[config.mk]
export PLATFORM = sky130hd
export DESIGN_NAME = demux_array_buffered
export DESIGN_NICKNAME = d
export VERILOG_FILES = /design/src/rtl/demux_array_buffered.sv
export SDC_FILE = /design/constraint.sdc
export NUM_CORES = 1
export LEC_CHECK = 0
export ABC_AREA = 0
export CORE_ASPECT_RATIO = 0.75
export CORE_MARGIN = 8
export CORE_UTILIZATION = 50
export CTS_BUF_LIST = sky130_fd_sc_hd__clkbuf_2 sky130_fd_sc_hd__clkbuf_4 sky130_fd_sc_hd__clkbuf_8
export CTS_CLUSTER_SIZE = 10
export DETAILED_ROUTE_END_ITERATION = 10
export PLACE_DENSITY = 0.79
export SYNTH_ARGS = -nofsm -noshare
export SYNTH_HDL_FRONTEND = slang
export SYNTH_SLANG_ARGS = --single-unit
[constraint.sdc]
create_clock -name clk -period 4.49 [get_ports clk]
set_input_delay 0.898 -clock clk [delete_from_list [all_inputs] [get_ports clk]]
set_output_delay 0.898 -clock clk [all_outputs]
set_load 0.01 [all_outputs]
[src/rtl/demux_array_buffered.sv]
// Steers one input word per handshake to port A (sel=1) or port B (sel=0).
// Each port drains through its own show-ahead FIFO with valid/ready.
module demux_array_buffered #(
  parameter int unsigned SIZE  = 16,
  parameter int unsigned DEPTH = 2
) (
  input  logic                   clk,
  input  logic                   reset_n,
  input  logic                   in_valid,
  output logic                   in_ready,
  input  logic                   sel,
  input  logic [SIZE-1:0]        in_data,
  output logic                   a_valid,
  input  logic                   a_ready,
  output logic [SIZE-1:0]        a_data,
  output logic                   b_valid,
  input  logic                   b_ready,
  output logic [SIZE-1:0]        b_data,
  output logic [$clog2(DEPTH):0] a_count,
  output logic [$clog2(DEPTH):0] b_count
);

  localparam int unsigned PW = $clog2(DEPTH);
  localparam int unsigned CW = PW + 1;

  logic [SIZE-1:0] r_mem_a [DEPTH];
  logic [SIZE-1:0] r_mem_b [DEPTH];
  logic [PW-1:0]   r_wptr_a;
  logic [PW-1:0]   r_rptr_a;
  logic [PW-1:0]   r_wptr_b;
  logic [PW-1:0]   r_rptr_b;
  logic [CW-1:0]   r_count_a;
  logic [CW-1:0]   r_count_b;

  logic w_full_a;
  logic w_full_b;
  logic w_push_a;
  logic w_push_b;
  logic w_pop_a;
  logic w_pop_b;

  // Readiness looks only at the selected FIFO, never at the sink handshakes.
  assign w_full_a = (r_count_a == CW'(DEPTH));
  assign w_full_b = (r_count_b == CW'(DEPTH));
  assign in_ready = sel ? !w_full_a : !w_full_b;

  assign w_push_a = in_valid && sel && !w_full_a;
  assign w_push_b = in_valid && !sel && !w_full_b;

  assign a_valid  = (r_count_a != '0);
  assign b_valid  = (r_count_b != '0);
  assign w_pop_a  = a_valid && a_ready;
  assign w_pop_b  = b_valid && b_ready;

  // Head word shown while valid, zero otherwise.
  assign a_data   = a_valid ? r_mem_a[r_rptr_a] : '0;
  assign b_data   = b_valid ? r_mem_b[r_rptr_b] : '0;
  assign a_count  = r_count_a;
  assign b_count  = r_count_b;

  // Storage needs no reset: contents are unobservable until a push makes them valid.
  always_ff @(posedge clk) begin
    if (w_push_a) begin
      r_mem_a[r_wptr_a] <= in_data;
    end
    if (w_push_b) begin
      r_mem_b[r_wptr_b] <= in_data;
    end
  end

  // Port A pointers and occupancy.
  always_ff @(posedge clk or negedge reset_n) begin
    if (!reset_n) begin
      r_wptr_a  <= '0;
      r_rptr_a  <= '0;
      r_count_a <= '0;
    end else begin
      if (w_push_a) begin
        r_wptr_a <= r_wptr_a + PW'(1);
      end
      if (w_pop_a) begin
        r_rptr_a <= r_rptr_a + PW'(1);
      end
      case ({w_push_a, w_pop_a})
        2'b10:   r_count_a <= r_count_a + CW'(1);
        2'b01:   r_count_a <= r_count_a - CW'(1);
        default: r_count_a <= r_count_a;
      endcase
    end
  end

  // Port B pointers and occupancy.
  always_ff @(posedge clk or negedge reset_n) begin
    if (!reset_n) begin
      r_wptr_b  <= '0;
      r_rptr_b  <= '0;
      r_count_b <= '0;
    end else begin
      if (w_push_b) begin
        r_wptr_b <= r_wptr_b + PW'(1);
      end
      if (w_pop_b) begin
        r_rptr_b <= r_rptr_b + PW'(1);
      end
      case ({w_push_b, w_pop_b})
        2'b10:   r_count_b <= r_count_b + CW'(1);
        2'b01:   r_count_b <= r_count_b - CW'(1);
        default: r_count_b <= r_count_b;
      endcase
    end
  end

endmodule
==> run metrics <==
fmax=319.0 MHz; Critical Path Start Type=flop; # rows=23; CP endpoint kind=primary output; clk buf depth=2; main combinational cell family by area after synthesis=multiplexers; Finished Core Util=0.6906; DIE AREA=8367 um2; mapped cell area=2838 um2; Core Area=5410 um2; Slowest cell on crit path=dfrtp_1; Yosys top cell by area=edfxtp_1; Vias/cell=5.006; Cell Int Power=1.729 mW; total negative slack=0 ns; Final #Nets=264; CTS buffer count=9; post-synthesis mux area share=0.1168; Resized cells post-CTS=0; Top Metal Used=met4; Area growth syn-to-layout=31.66%; vias in the first global route=1703; Period minus WS final=3.134 ns; Synthesized Nets=197; clock sinks=72; switching share of power=0.3109; Tcrit/Tclk final=0.6981; post-synth top area share=0.6772; port bufs=60; Warnings, synthesis=0; met3 wire len=508 um; RSZ-0062 raised after global routing=false; crit-path cells=mux2i_1 > nor2_1 > clkdlybuf4s50_1; Worst Tran Pin Value=0.9725 ns; first-pass GRT wire length=8645 um; starting density of the core=0.5245; Synth Area in Compound Gates=0; drc violations=0; sequential area share after synthesis=0.7478; slew margin rel.=0.3517; combinational power share=0.371; # fillers=393; H-tree depth=3; final cell count without fillers=320; CTS tree=built; fin. max-slew vios=0; Multi-input gate area=655.6 um2; largest net degree at the start of global routing=19; worst vdd ir=0.3777 mV; Overflow after GRT=0; synth top area cells=edfxtp_1, mux2i_1, dfrtp_1, nor2_1, xnor2_1; CTS clk-pin slew, worst paths=0.07 ns; status=finished, final reports clean; crit path max fanout=17; Synth Instances=173; worst path required time=3.59 ns; Sw Pwr=0.7802 mW; CP max stage delay=0.98 ns; antenna-violating nets left=0; synthesized flop and latch total=72; Root Buffer=clkbuf_8; Max Cap Violations=0; Lkg Pwr=1.393 nW; placer congestion estimate=0.7418; diodes inserted=0; ratio of total power to cell area=671.7 nW/um2; Final Hold Viols=0; adder-cell area share of the yosys netlist=0.008818; worst clock skew=0.006565 ns; Iter 0 DRT Violations=30; final worst slack=1.356 ns; setup repair bufs after CTS=0; Hold Crit Class=flop to flop; sequential cell area=2122 um2; Avg Inst Size Synth=16.40 um2; Power Total=2.509 mW; Die Ht=81.24 um; router iterations before antenna repair=4; Worst Path Arrival=2.24 ns; WL final=5684 um; initial antenna violation count=0; clk_lat worst skew=0.34 ns; kind of critical path=flop to primary output; Synth Area in Simple Gates=0.07275; Via Count=1602; Post-Place Cells=304; clock power share=0.234; Routed wire per std cell=17.76 um; routed wl met2=2678 um; post-synthesis xor/xnor area fraction=0.03086; GRT Total Usage=0.1424; DP HPWL=3757 um; Yosys cell types=18; count of final setup violators=0; hold_buf cts=0; pre-CTS WS=1.371 ns; share of layout cells above drive strength 1=0.09796; Post-Route M1 WL=2438 um; Die X-Extent=103.0 um; Sequential Power Share=0.394; I/O pins=61
## power groups by stage
stage	logic, mW	registers (mW)	clock network (mW)
final	0.932	0.990	0.588
after detailed placement	0.941	1.01	0
after global routing	1.00	1.01	0.624
after floorplan	0.535	0.923	0
after global placement	0.927	1.00	0
after CTS	0.950	0.993	0.600
## synth_stat cells (all sizes together)
library cell / count
nand3b: 1
xor2: 4
dfrtp: 8
nand3: 1
nand2b: 2
buf: 6
nor2b: 2
ha: 2
mux2i: 32
mux2: 1
nor2: 40
edfxtp: 64
xnor2: 6
inv: 4
## placed cells by master, fill, tap and decap left out, drive strengths merged
cell type	count
buf	2
nand3	1
clkdlybuf4s50	60
bufinv	3
mux2	1
nand2b	2
xnor2	6
clkbuf	9
mux2i	32
ha	2
nor2	40
clkinv	3
xor2	4
nand3b	1
dfrtp	8
edfxtp	64
inv	4
nor2b	2
clkinvlp	1
## worst max-delay path, delay by kind of cell (launching register included)
kind	cells	cell delay, ns
buf+inv	1	0.59
flops	1	0.98
mux	1	0.17
simple gates	1	0.16
## per-stage QoR
step | hold WS [ns] | area (um2)
after global placement | 0.4816 | 3502
after global routing | 0.5423 | 3736
final | 0.5201 | 3736
after floorplan | 0.4679 | 2838
after detailed placement | 0.4963 | 3502
after CTS | 0.5180 | 3736
## layer usage
layer,up-vias,track usage
met5,-,0
met4,0,0.05180
met3,7,0.06490
met2,57,0.2301
met1,784,0.1647
li1,754,-
## final cells by class
cell class / count / share of cell area
repair buffers: 62 / 0.1648
well taps: 75 / 0.02512
multi-input cells: 91 / 0.1755
clock buffers: 9 / 0.03315
clock inverters: 7 / 0.02947
inverters: 4 / 0.004019
flip-flops and latches: 72 / 0.5680
## cells by family (layout without fill, tap and decap cells)
| group | after synthesis | in the layout |
|---|---|---|
| buffers and inverters | 10 | 82 |
| muxes | 33 | 33 |
| adders and majority gates | 2 | 2 |
| and+or+nand+nor | 46 | 46 |
| DFF | 72 | 72 |
| xor gates and xnor gates | 10 | 10 |
## worst paths after layout
check                      slack (ns)       start         end  cells past startpoint
max                              1.36    r_rptr_a  a_data[11]                      3
min                              0.52    r_wptr_a    r_wptr_a                      1
min in group asynchronous        0.83     reset_n  b_count[1]                      1
min reg2reg                      0.52    r_wptr_a    r_wptr_a                      1
max reg2reg                      2.48  a_count[0]  a_count[1]                      5
max in group asynchronous        3.41     reset_n    r_rptr_a                      1
## flip-flops by register name (all words and copies together), names as in the netlist
register  flops
r_rptr_a      1
r_mem_a      32
r_wptr_a      1
r_wptr_b      1
a_count       2
r_rptr_b      1
r_mem_b      32
b_count       2
Note: power is estimated with default switching activity, not from simulation.
